**config.mk**
```make
export PLATFORM = sky130hd
export DESIGN_NAME = fpnew_classify_arbiter
export DESIGN_NICKNAME = d
export VERILOG_FILES = /design/src/rtl/fpnew_classify_arbiter.sv
export SDC_FILE = /design/constraint.sdc
export NUM_CORES = 1
export LEC_CHECK = 0
export BUFFER_PORTS_ARGS = -buffer_cell sky130_fd_sc_hd__buf_2
export CORE_AREA = 2 2 82 84
export CTS_BUF_LIST = sky130_fd_sc_hd__clkbuf_4 sky130_fd_sc_hd__clkbuf_8
export DETAILED_ROUTE_END_ITERATION = 8
export DIE_AREA = 0 0 84 86
export PLACE_DENSITY = 0.67
export SLEW_MARGIN = 30
export SYNTH_ARGS = -nofsm -noshare
export SYNTH_HDL_FRONTEND = slang
export SYNTH_SLANG_ARGS = --single-unit
```
**constraint.sdc**
```tcl
create_clock -name clk_i -period 3.03 [get_ports clk_i]
set_clock_uncertainty 0.15 [all_clocks]
set_input_delay 0.303 -clock clk_i [delete_from_list [all_inputs] [get_ports clk_i]]
set_output_delay 0.303 -clock clk_i [all_outputs]
set_load 0.1 [all_outputs]
```
**src/rtl/fpnew_classify_arbiter.sv**
```systemverilog
// Round-robin shared FCLASS unit: NumReq valid/ready requesters feed one classifier.
// Define FPNEW_CLASSIFY_PIPE_EN to add a registered input stage (latency 2 instead of 1).
module fpnew_classify_arbiter #(
  parameter int unsigned FpFormat = 0,
  parameter int unsigned NumReq   = 4,
  parameter int unsigned TagWidth = 4,
  localparam int unsigned ExpBits = (FpFormat == 1) ? 11 :
                                    ((FpFormat == 2) || (FpFormat == 3)) ? 5 : 8,
  localparam int unsigned ManBits = (FpFormat == 0) ? 23 : (FpFormat == 1) ? 52 :
                                    (FpFormat == 2) ? 10 : (FpFormat == 3) ? 2 : 7,
  localparam int unsigned WIDTH   = 1 + ExpBits + ManBits,
  localparam int unsigned IdWidth = (NumReq > 1) ? $clog2(NumReq) : 1
) (
  input  logic                               clk_i,
  input  logic                               rst_i,
  input  logic [NumReq-1:0]                  req_valid_i,
  output logic [NumReq-1:0]                  req_ready_o,
  input  logic [NumReq-1:0][WIDTH-1:0]       req_operand_i,
  input  logic [NumReq-1:0]                  req_is_boxed_i,
  input  logic [NumReq-1:0][TagWidth-1:0]    req_tag_i,
  input  logic                               flush_i,
  output logic                               out_valid_o,
  input  logic                               out_ready_i,
  output logic [9:0]                         out_class_o,
  output logic [IdWidth-1:0]                 out_reqid_o,
  output logic [TagWidth-1:0]                out_tag_o,
  output logic                               busy_o
);

  function automatic logic [9:0] classify(input logic [WIDTH-1:0] op, input logic boxed);
    logic               sign;
    logic [ExpBits-1:0] expo;
    logic [ManBits-1:0] man;
    logic [9:0]         cls;
    sign = op[WIDTH-1];
    expo = op[WIDTH-2 -: ExpBits];
    man  = op[ManBits-1:0];
    cls  = '0;
    if (!boxed) begin
      cls[9] = 1'b1;
    end else if (&expo) begin
      if (man == '0) begin
        if (sign) cls[0] = 1'b1;
        else      cls[7] = 1'b1;
      end else if (man[ManBits-1]) begin
        cls[9] = 1'b1;
      end else begin
        cls[8] = 1'b1;
      end
    end else if (expo == '0) begin
      if (man == '0) begin
        if (sign) cls[3] = 1'b1;
        else      cls[4] = 1'b1;
      end else begin
        if (sign) cls[2] = 1'b1;
        else      cls[5] = 1'b1;
      end
    end else begin
      if (sign) cls[1] = 1'b1;
      else      cls[6] = 1'b1;
    end
    return cls;
  endfunction

  logic [IdWidth-1:0]  rr_ptr;
  logic                grant_found;
  logic [IdWidth-1:0]  grant_idx;
  logic [IdWidth-1:0]  scan_idx;
  logic                accept;
  logic                load_p1;
  logic [9:0]          class_in;
  logic [IdWidth-1:0]  reqid_in;
  logic [TagWidth-1:0] tag_in;
  logic                vld_p1;
  logic [9:0]          class_p1;
  logic [IdWidth-1:0]  reqid_p1;
  logic [TagWidth-1:0] tag_p1;

  // First valid requester at or after rr_ptr, wrapping modulo NumReq
  always_comb begin
    grant_found = 1'b0;
    grant_idx   = '0;
    scan_idx    = '0;
    for (int unsigned k = 0; k < NumReq; k++) begin
      scan_idx = IdWidth'((32'(rr_ptr) + k) % NumReq);
      if (!grant_found && req_valid_i[scan_idx]) begin
        grant_found = 1'b1;
        grant_idx   = scan_idx;
      end
    end
  end

  always_comb begin
    req_ready_o = '0;
    if (accept) req_ready_o[grant_idx] = 1'b1;
  end

`ifdef FPNEW_CLASSIFY_PIPE_EN
  // Stage p0: granted request registered ahead of the classifier
  logic                vld_p0;
  logic [WIDTH-1:0]    operand_p0;
  logic                boxed_p0;
  logic [IdWidth-1:0]  reqid_p0;
  logic [TagWidth-1:0] tag_p0;
  logic                ready_p0;

  assign ready_p0 = !vld_p1 || out_ready_i;
  assign accept   = grant_found && !flush_i && !rst_i && (!vld_p0 || ready_p0);
  assign load_p1  = vld_p0 && ready_p0 && !flush_i;
  assign class_in = classify(operand_p0, boxed_p0);
  assign reqid_in = reqid_p0;
  assign tag_in   = tag_p0;
  assign busy_o   = vld_p0 || vld_p1;

  always_ff @(posedge clk_i or posedge rst_i) begin
    if (rst_i)        vld_p0 <= 1'b0;
    else if (flush_i) vld_p0 <= 1'b0;
    else if (accept)  vld_p0 <= 1'b1;
    else if (ready_p0) vld_p0 <= 1'b0;
  end

  always_ff @(posedge clk_i) begin
    if (accept) begin
      operand_p0 <= req_operand_i[grant_idx];
      boxed_p0   <= req_is_boxed_i[grant_idx];
      reqid_p0   <= grant_idx;
      tag_p0     <= req_tag_i[grant_idx];
    end
  end
`else
  assign accept   = grant_found && !flush_i && !rst_i && (!vld_p1 || out_ready_i);
  assign load_p1  = accept;
  assign class_in = classify(req_operand_i[grant_idx], req_is_boxed_i[grant_idx]);
  assign reqid_in = grant_idx;
  assign tag_in   = req_tag_i[grant_idx];
  assign busy_o   = vld_p1;
`endif

  always_ff @(posedge clk_i or posedge rst_i) begin
    if (rst_i)       rr_ptr <= '0;
    else if (accept) rr_ptr <= IdWidth'((32'(grant_idx) + 1) % NumReq);
  end

  // Stage p1: classification result held until consumed
  always_ff @(posedge clk_i or posedge rst_i) begin
    if (rst_i) begin
      vld_p1   <= 1'b0;
      class_p1 <= '0;
      reqid_p1 <= '0;
      tag_p1   <= '0;
    end else begin
      if (flush_i)          vld_p1 <= 1'b0;
      else if (load_p1)     vld_p1 <= 1'b1;
      else if (out_ready_i) vld_p1 <= 1'b0;
      if (load_p1) begin
        class_p1 <= class_in;
        reqid_p1 <= reqid_in;
        tag_p1   <= tag_in;
      end
    end
  end

  assign out_valid_o = vld_p1;
  assign out_class_o = class_p1;
  assign out_reqid_o = reqid_p1;
  assign out_tag_o   = tag_p1;

endmodule

```
==> reports/metrics.csv, run 1 <==
metric,value,unit
Cells after Synth,227,
Peak VDD IR,0.343,mV
DRC,0,
pin slew with the least headroom to its limit,733,ps
GRT Max-Usage Layer,met2,
CP Launch Type,register,
Worst Path Max Fanout,15,
area of the mapped netlist,0.00185,mm²
Switch Pwr,877,µW
CP Capture Type,primary output,
Synth async-reset ratio,100,%
clk sink count,19,
total gr overflow,0,
routed len/inst,13.5,µm
"Seq/Total Area, Yosys",25.7,%
Pint,736,µW
clk buf depth,2,
Via Count,2391,
antenna violations before repair,0,
share of cells above drive strength 1,48.4,%
slew margin rel.,51.1,%
DRT iter0 DRCs,65,
hpwl dp,5530,µm
setup repair bufs after CTS,0,
Max Freq,359,MHz
placer's final routability congestion estimate,0.758,
Netlist cell types,46,
final hold vios,0,
"FF+latch count, synth",19,
Num CTS Buffers,3,
Crit path arrival time,2330,ps
worst setup path class,reg2out,
Starting Density,29.5,%
CTS tree,yes,
DRT antenna net count,0,
met2 usage,32.2,%
global-route wire length before repair,10600,µm
total power,1.61,mW
Cell Rows,29,
Final Setup Violations,0,
RSZ-0062 raised after global routing,false,
synthesized net count,387,
Core ar.,0.00628,mm²
vias per inst,4.98,
clk slew on worst S/H paths,70,ps
Fillers,647,
met3 GRT Util,3.66,%
post-synth top area share,25.7,%
largest area contributor in the synthesized netlist,dfrtp_1,
"Hold-fix buffers, CTS",0,
area growth from synthesis to layout,55.9,%
Worst R2R Path Depth,9,
Post-Route Setup TNS,0,ps
Sequential Power Share,21.6,%
worst path cell trace,nand2_1 -> a211o_1 -> nand2_4 -> inv_1 -> buf_4 -> ha_1 -> and2_1 -> buf_12,
"Primary FF master, synth",dfrtp_1,
Die H,86,µm
max-slew violation count,0,
met1 usage,22.2,%
die width,84,µm
clock root buffer,clkbuf_8,
Hold WC Path Type,in2async,
CP required,2580,ps
Leakage,1.55,nW
GRT Total Usage,17.7,%
Comb pwr share,67.6,%
vias in the first global route,2338,
clk_lat worst skew,250,ps
Max-cap violations,0,
Worst R2R Setup Slack,340,ps
mean post-synth cell area,8.15,µm²
CP peak stage delay,440,ps
I/O pins,178,
Final Cycle Share,92.0,%
synth top area cells,"dfrtp_1 (26%), mux2i_1 (18%), nand2_1 (8.5%)",
highest-delay cell along the critical path,dfrtp_1,
clock period minus worst slack,2790,ps
antenna cells,0,
PortBufs,177,
Sw Ratio,54.4,%
DIE AREA,0.00722,mm²
CTS H-Tree Depth,1,
Final #Nets,564,
total wire length,6490,µm
DRT Pass-1 Iters,4,
Clk pwr share,10.8,%
outcome,completed,
largest net degree at the start of global routing,30,
power density over cell area,560,mW/mm²
number of synthesized flops with an enable pin,0,
"Warnings, synthesis",0,
-- synth_stat cells, types with 3 or more instances --
cell	number
o21ai_0	4
and2_1	6
nor2b_1	4
or4_1	3
ha_1	4
dfrtp_1	19
nand2_1	42
nor4_1	17
nor2_1	11
nor3_1	11
mux2i_1	33
nand3_1	19
nand4_1	4
clkbuf_1	3
a21oi_1	6
-- flip-flops by register name (all words and copies together), names as in the netlist --
name	flops
out_tag_o	4
rr_ptr	2
out_reqid_o	2
out_class_o	10
busy_o	1
-- placed cells by master, fill, tap and decap left out, types with 3 or more instances in the layout --
cell	n
buf_2	175
nand2_1	42
mux2i_1	33
nand3_1	19
dfrtp_1	19
nor4_1	16
nor2_1	11
nor3_1	11
a21oi_1	6
and2_1	6
nor2b_1	4
nand4_1	4
o21ai_0	4
ha_1	4
buf_4	4
or4_1	3
nor4_2	3
clkbuf_8	3
-- metal layers --
layer	routed length, µm	vias to the layer above
met3	377	4
met5	0	-
met1	2760	1094
li1	-	1207
met4	38	0
met2	3320	86
-- worst max-delay path, delay by kind of cell (launching register included) --
| family | cells | cell delay, ps |
|---|---|---|
| adder cells (fa/ha/maj) | 1 | 200 |
| AND/OR/NAND/NOR | 3 | 520 |
| buffers and inverters | 3 | 510 |
| AO/OA/AOI/OAI | 1 | 410 |
| flip-flops | 1 | 440 |
-- cell type report --
class                           instances  area, µm²  share of cell area [%]
Tap cell                               77       96.3                    3.34
Sequential cell                        19        475                    16.5
Timing Repair Buffer                  181        946                    32.8
Inverter                                3       18.8                   0.651
Clock buffer                            3       41.3                    1.43
Clock inverter                          1       5.00                   0.174
Multi-Input combinational cell        196       1300                    45.1
-- path summary, 6_finish.rpt --
| check | to | from |
|---|---|---|
| max | req_ready_o[2] | rr_ptr[1] |
| min | rr_ptr[1] | rst_i |
| max reg2reg | out_class_o[3] | rr_ptr[1] |
| min reg2reg | out_tag_o[3] | out_tag_o[3] |
| max in group asynchronous | out_tag_o[2] | rst_i |
| min in group clk_i | busy_o | flush_i |
-- cells by family (layout without fill, tap and decap cells) --
group / count (synthesis) / in the layout / share of synthesized area (%)
fa+ha+maj: 4 / 4 / 2.71
simple gates: 126 / 126 / 35.2
flops: 19 / 19 / 25.7
compound gates: 32 / 32 / 13.3
buf+inv: 12 / 188 / 4.60
mux: 34 / 34 / 18.5
-- per-stage QoR --
stage / std cells / hold slack (ps) / util [%] / instance area (µm²) / setup slack [ps]
6_report: 480 / 43.0 / 45.9 / 2880 / 242
5_1_grt: 480 / 114 / 45.9 / 2880 / 35.5
4_1_cts: 480 / 66.3 / 45.8 / 2880 / 94.1
3_5_place_dp: 476 / 315 / 45.1 / 2830 / 289
3_3_place_gp: 476 / 309 / 45.1 / 2830 / 397
2_1_floorplan: 227 / 104 / - / 1850 / 170
-- power groups by stage --
stage / clock [mW] / combinational (mW) / sequential [mW]
floorplan: 0 / 0.535 / 0.666
global placement: 0 / 1.08 / 0.351
detailed placement: 0 / 1.10 / 0.354
CTS: 0.182 / 1.10 / 0.349
global route: 0.195 / 1.18 / 0.357
finish: 0.175 / 1.09 / 0.348
-- timing repair --
item | CTS | global route
endpoints found under the hold margin | 0 | 0
setup endpoints to repair | 0 | 2
resized for setup | 0 | 1
Note: power is estimated with default switching activity, not from simulation.
==> run 2, diff against run 1 <==
--- a/config.mk
+++ b/config.mk
@@ -6,10 +6,10 @@
 export NUM_CORES = 1
 export LEC_CHECK = 0
 export BUFFER_PORTS_ARGS = -buffer_cell sky130_fd_sc_hd__buf_2
-export CORE_AREA = 2 2 82 84
+export CORE_AREA = 2 2 63 109
 export CTS_BUF_LIST = sky130_fd_sc_hd__clkbuf_4 sky130_fd_sc_hd__clkbuf_8
 export DETAILED_ROUTE_END_ITERATION = 8
-export DIE_AREA = 0 0 84 86
+export DIE_AREA = 0 0 65 111
 export PLACE_DENSITY = 0.67
 export SLEW_MARGIN = 30
 export SYNTH_ARGS = -nofsm -noshare
==> run 2 against run 1 <==
Compared with the run above: largest cell class unchanged; sequential cell count stayed put; count of clock-buffer cells in the layout grew 1; die area down 0.12%; clock power rose by 5%; critical path type is now reg2reg; via count hardly changed; largest power group unchanged.
==> reports/metrics.csv, run 2 (synthesized netlist as in run 1, its figures left out) <==
metric,value,unit
Final #Nets,564,
clk buf depth,2,
clk_lat worst skew,250,ps
Core ar.,0.00639,mm²
DRT Pass-1 Iters,4,
family with the most delay on the worst path,simple AND/OR/NAND/NOR gates,
final non-filler cell total,485,
Max Freq,352,MHz
Hold WC Path Type,in2async,
worst path cell trace,or3b_1 -> o21ai_2 -> nor2_8 -> inv_8 -> mux2i_1 -> mux2i_1 -> nor4_2 -> nand2_1 -> o41ai_1,
clock period minus worst slack,2840,ps
highest-delay cell along the critical path,nor4_2,
share of cells above drive strength 1,48.4,%
Fillers,663,
CP Capture Type,register,
DRT iter0 DRCs,107,
CP dominant cell by count,mux2i_1,
CP required,3010,ps
area growth from synthesis to layout,56.4,%
final hold vios,0,
Leakage,1.55,nW
I/O pins,178,
Starting Density,28.9,%
vias per inst,4.93,
CP peak stage delay,470,ps
die width,65,µm
Cell Rows,39,
"leading cell type in the layout, fill and taps excluded",buf_2,
DRT antenna net count,0,
WP buf/inv,1,
RSZ-0062 raised after global routing,false,
Worst R2R Path Depth,9,
DRC,0,
pin slew with the least headroom to its limit,720,ps
worst r2r src,rr_ptr[1],
Worst Path Max Fanout,29,
clk sink count,19,
Worst setup startpoint,rr_ptr[1],
CTS tree,yes,
antenna violations before repair,0,
clock root buffer,clkbuf_8,
CP Launch Type,register,
FF-to-FF End,out_class_o[4],
PortBufs,177,
antenna cells,0,
Worst R2R Setup Slack,190,ps
"Hold-fix buffers, CTS",0,
Final Util,45.2,%
number of cells on the critical path,9,
clk slew on worst S/H paths,70,ps
Peak VDD IR,0.239,mV
Crit path arrival time,2820,ps
routed len/inst,14.2,µm
largest net degree at the start of global routing,30,
total wire length,6900,µm
Post-Route Setup TNS,0,ps
max reg flops,10,
Die H,111,µm
most frequent cells in the layout,"buf_2 (175), nand2_1 (42), mux2i_1 (33), nand3_1 (19), dfrtp_1 (19)",
Final Setup Violations,0,
placer's final routability congestion estimate,0.882,
slew margin rel.,52.0,%
Final Cycle Share,93.7,%
Max-cap violations,0,
hpwl dp,6040,µm
GRT Total Usage,18.8,%
power density over cell area,563,mW/mm²
Num CTS Buffers,3,
global-route wire length before repair,10700,µm
DIE AREA,0.00722,mm²
CTS H-Tree Depth,1,
dpl cells,481,
vias in the first global route,2392,
outcome,completed,
worst setup path class,reg2reg,
total gr overflow,0,
max-slew violation count,0,
Via Count,2389,
Worst setup endpoint,out_class_o[4],
-- run 2: changes by cell type in the layout (fill, tap and decap cells not counted) --
| cell | previous run | this run |
|---|---|---|
| clkbuf_4 | 0 | 1 |
| clkinv_2 | 1 | 0 |
-- run 2: timing repair --
| action | in CTS | in global routing |
|---|---|---|
| endpoints found under the hold margin | 0 | 0 |
| setup endpoints to repair | 0 | 2 |
| setup buffers | 0 | 0 |
| gates resized for setup | 0 | 1 |
-- run 2: how the worst min path moves through the flow --
stage / cells after the start / slack (ps) / startpoint / to
2_1_floorplan: 1 / 100 / rst_i / busy_o
5_1_grt: 2 / 110 / rst_i / rr_ptr[1]
6_report: 2 / 30 / rst_i / out_tag_o[0]
3_5_place_dp: 2 / 310 / out_tag_o[3] / out_tag_o[3]
4_1_cts: 2 / 70 / rst_i / rr_ptr[1]
3_3_place_gp: 2 / 310 / out_class_o[6] / out_class_o[6]
-- run 2: routing by layer --
metal  part of all wire (%)  wire [µm]  vias up  global-route usage, %
li1                       -          -     1204                      -
met1                     35       2420     1077                   18.8
met2                     57       3950      100                   37.9
met3                    6.2        427        8                   2.54
met4                    1.4         99        0                   5.39
met5                      0          0        -                      0
-- run 2: cell type report --
type / count / area [µm²] / share of cell area, %
well taps: 82 / 103 / 3.55
clock buffers: 4 / 48.8 / 1.69
repair buffers: 181 / 946 / 32.7
multi-input cells: 196 / 1300 / 45.0
flip-flops and latches: 19 / 475 / 16.4
inverters: 3 / 18.8 / 0.649
-- run 2: power by group --
part           total, mW  internal (mW)  switching, mW
clock              0.184          0.102         0.0820
sequential         0.351          0.307         0.0435
combinational       1.09          0.339          0.754
total               1.63          0.748          0.880
-- run 2: through the flow --
stage               total power [mW]  cell area [µm²]  hold WS (ps)  setup slack (ps)
detailed placement              1.45             2840           312               160
CTS                             1.64             2890          65.7              63.2
finish                          1.63             2890          34.7               192
global route                    1.73             2890           111              5.49
floorplan                       1.20             1850           104               170
global placement                1.44             2840           310               365
==> run 3, diff against run 2 <==
--- a/config.mk
+++ b/config.mk
@@ -10,7 +10,7 @@
 export CTS_BUF_LIST = sky130_fd_sc_hd__clkbuf_4 sky130_fd_sc_hd__clkbuf_8
 export DETAILED_ROUTE_END_ITERATION = 8
 export DIE_AREA = 0 0 65 111
-export PLACE_DENSITY = 0.67
+export PLACE_DENSITY = 0.64
 export SLEW_MARGIN = 30
 export SYNTH_ARGS = -nofsm -noshare
 export SYNTH_HDL_FRONTEND = slang
==> constraint.sdc (replaced) <==
create_clock -name clk_i -period 3.68 [get_ports clk_i]
set_clock_uncertainty 0.15 [all_clocks]
set_input_delay 0.368 -clock clk_i [delete_from_list [all_inputs] [get_ports clk_i]]
set_output_delay 0.368 -clock clk_i [all_outputs]
set_load 0.1 [all_outputs]
==> run 3 against run 2 <==
Compared with the run above: non-clock buffer count fell by 2; core utilization fell by 0.78 points; die area did not move; wire length fell by 3.9%; sequential cell count did not move; critical path depth fell by 2; global-route usage fell by 0.73 points; critical path type is now reg2out; largest cell class unchanged; highest routed layer unchanged.
==> reports/metrics.csv, run 3 (synthesized netlist as in run 1, its figures left out) <==
metric,value,unit
vias in the first global route,2332,
Post-Route Setup TNS,0,ps
clock root buffer,clkbuf_8,
I/O pins,178,
Max-cap violations,0,
clk slew on worst S/H paths,70,ps
total gr overflow,0,
antenna cells,0,
Worst R2R Path Depth,9,
Core ar.,0.00639,mm²
largest net degree at the start of global routing,30,
CP Launch Type,register,
PortBufs,177,
Fillers,675,
Starting Density,28.9,%
setup repair bufs after CTS,0,
RSZ-0062 raised after global routing,false,
clk buf depth,2,
max reg flops,10,
antenna violations before repair,0,
outcome,completed,
total wire length,6630,µm
clk_lat worst skew,250,ps
area growth from synthesis to layout,53.7,%
DIE AREA,0.00722,mm²
share of cells above drive strength 1,48.1,%
CTS tree,yes,
post-CTS sizing,0,
worst path cell trace,nand2_1 -> a211o_1 -> nand2_2 -> buf_4 -> ha_1 -> and2_1 -> buf_2,
hpwl dp,5650,µm
Leakage,1.53,nW
max-slew violation count,0,
CTS H-Tree Depth,1,
CP peak stage delay,460,ps
slew margin rel.,49.7,%
placer's final routability congestion estimate,0.824,
DRT antenna net count,0,
Worst Path Max Fanout,23,
Peak VDD IR,0.236,mV
GRT Total Usage,18.0,%
total power,1.31,mW
clk sink count,19,
Die H,111,µm
final hold slack,118,ps
Crit path arrival time,2370,ps
clock period minus worst slack,2890,ps
Final #Nets,562,
DRC,0,
power density over cell area,463,mW/mm²
Hold WC Path Type,in2async,
vias per inst,4.91,
global-route wire length before repair,10400,µm
DRT Pass-1 Iters,4,
highest-delay cell along the critical path,dfrtp_1,
CP Capture Type,primary output,
Max Freq,346,MHz
Cell Rows,39,
CP required,3160,ps
final hold vios,0,
DRT iter0 DRCs,63,
die width,65,µm
Final Cycle Share,78.5,%
"Hold-fix buffers, CTS",0,
Final Setup Violations,0,
pin slew with the least headroom to its limit,754,ps
Num CTS Buffers,3,
"leading cell type in the layout, fill and taps excluded",buf_2,
most frequent cells in the layout,"buf_2 (177), nand2_1 (42), mux2i_1 (33), nand3_1 (19), dfrtp_1 (19)",
routed len/inst,13.7,µm
worst setup path class,reg2out,
Via Count,2373,
==> run 3: changes by cell type in the layout (fill, tap and decap cells not counted), sizes merged <==
| cell | change |
|---|---|
| buf | -2 |
==> run 3: power breakdown <==
part / switching [mW] / total, mW / internal, mW
Clock: 0.0678 / 0.152 / 0.0842
Combinational: 0.613 / 0.874 / 0.261
Sequential: 0.0354 / 0.288 / 0.253
Total: 0.716 / 1.31 / 0.598
==> run 3: cell type report <==
class | instances | area, µm² | share of cell area [%]
clock buffer | 4 | 48.8 | 1.72
sequential | 19 | 475 | 16.7
inverter | 3 | 18.8 | 0.661
tap | 82 | 103 | 3.61
timing repair buffer | 179 | 901 | 31.7
multi-input combinational | 196 | 1290 | 45.6
==> run 3: per-layer routing <==
layer	global-route usage (%)	up-vias	share of wire [%]
met5	0	-	0
met4	7.66	0	2.8
met3	2.03	16	6.7
met2	33.3	104	53
met1	20.1	1054	37
li1	-	1199	-
==> run 3: worst paths after layout <==
path                                start        endpoint  slack (ps)
setup / recovery                rr_ptr[1]  req_ready_o[0]         790
hold reg to reg            out_reqid_o[1]  out_reqid_o[1]         330
min in group clk_i                flush_i          busy_o         210
hold / removal                      rst_i  out_reqid_o[1]         120
max in group asynchronous           rst_i  out_class_o[9]        2790
setup reg to reg                rr_ptr[1]  out_class_o[3]         820
==> run 3: stage by stage <==
stage	util [%]	setup slack (ps)	cells	area [µm²]
2_1_floorplan	-	755	227	1850
3_3_place_gp	43.7	907	479	2790
3_5_place_dp	43.7	772	479	2790
4_1_cts	44.5	789	483	2840
5_1_grt	44.5	557	483	2840
6_report	44.5	791	483	2840
==> run 3: worst max-delay path, delay by kind of cell, from the launching register on <==
family                   cells  cell delay [ps]
flip-flops                   1              460
AO/OA/AOI/OAI                1              390
AND/OR/NAND/NOR              3              350
adder cells (fa/ha/maj)      1              190
buffers and inverters        2              730
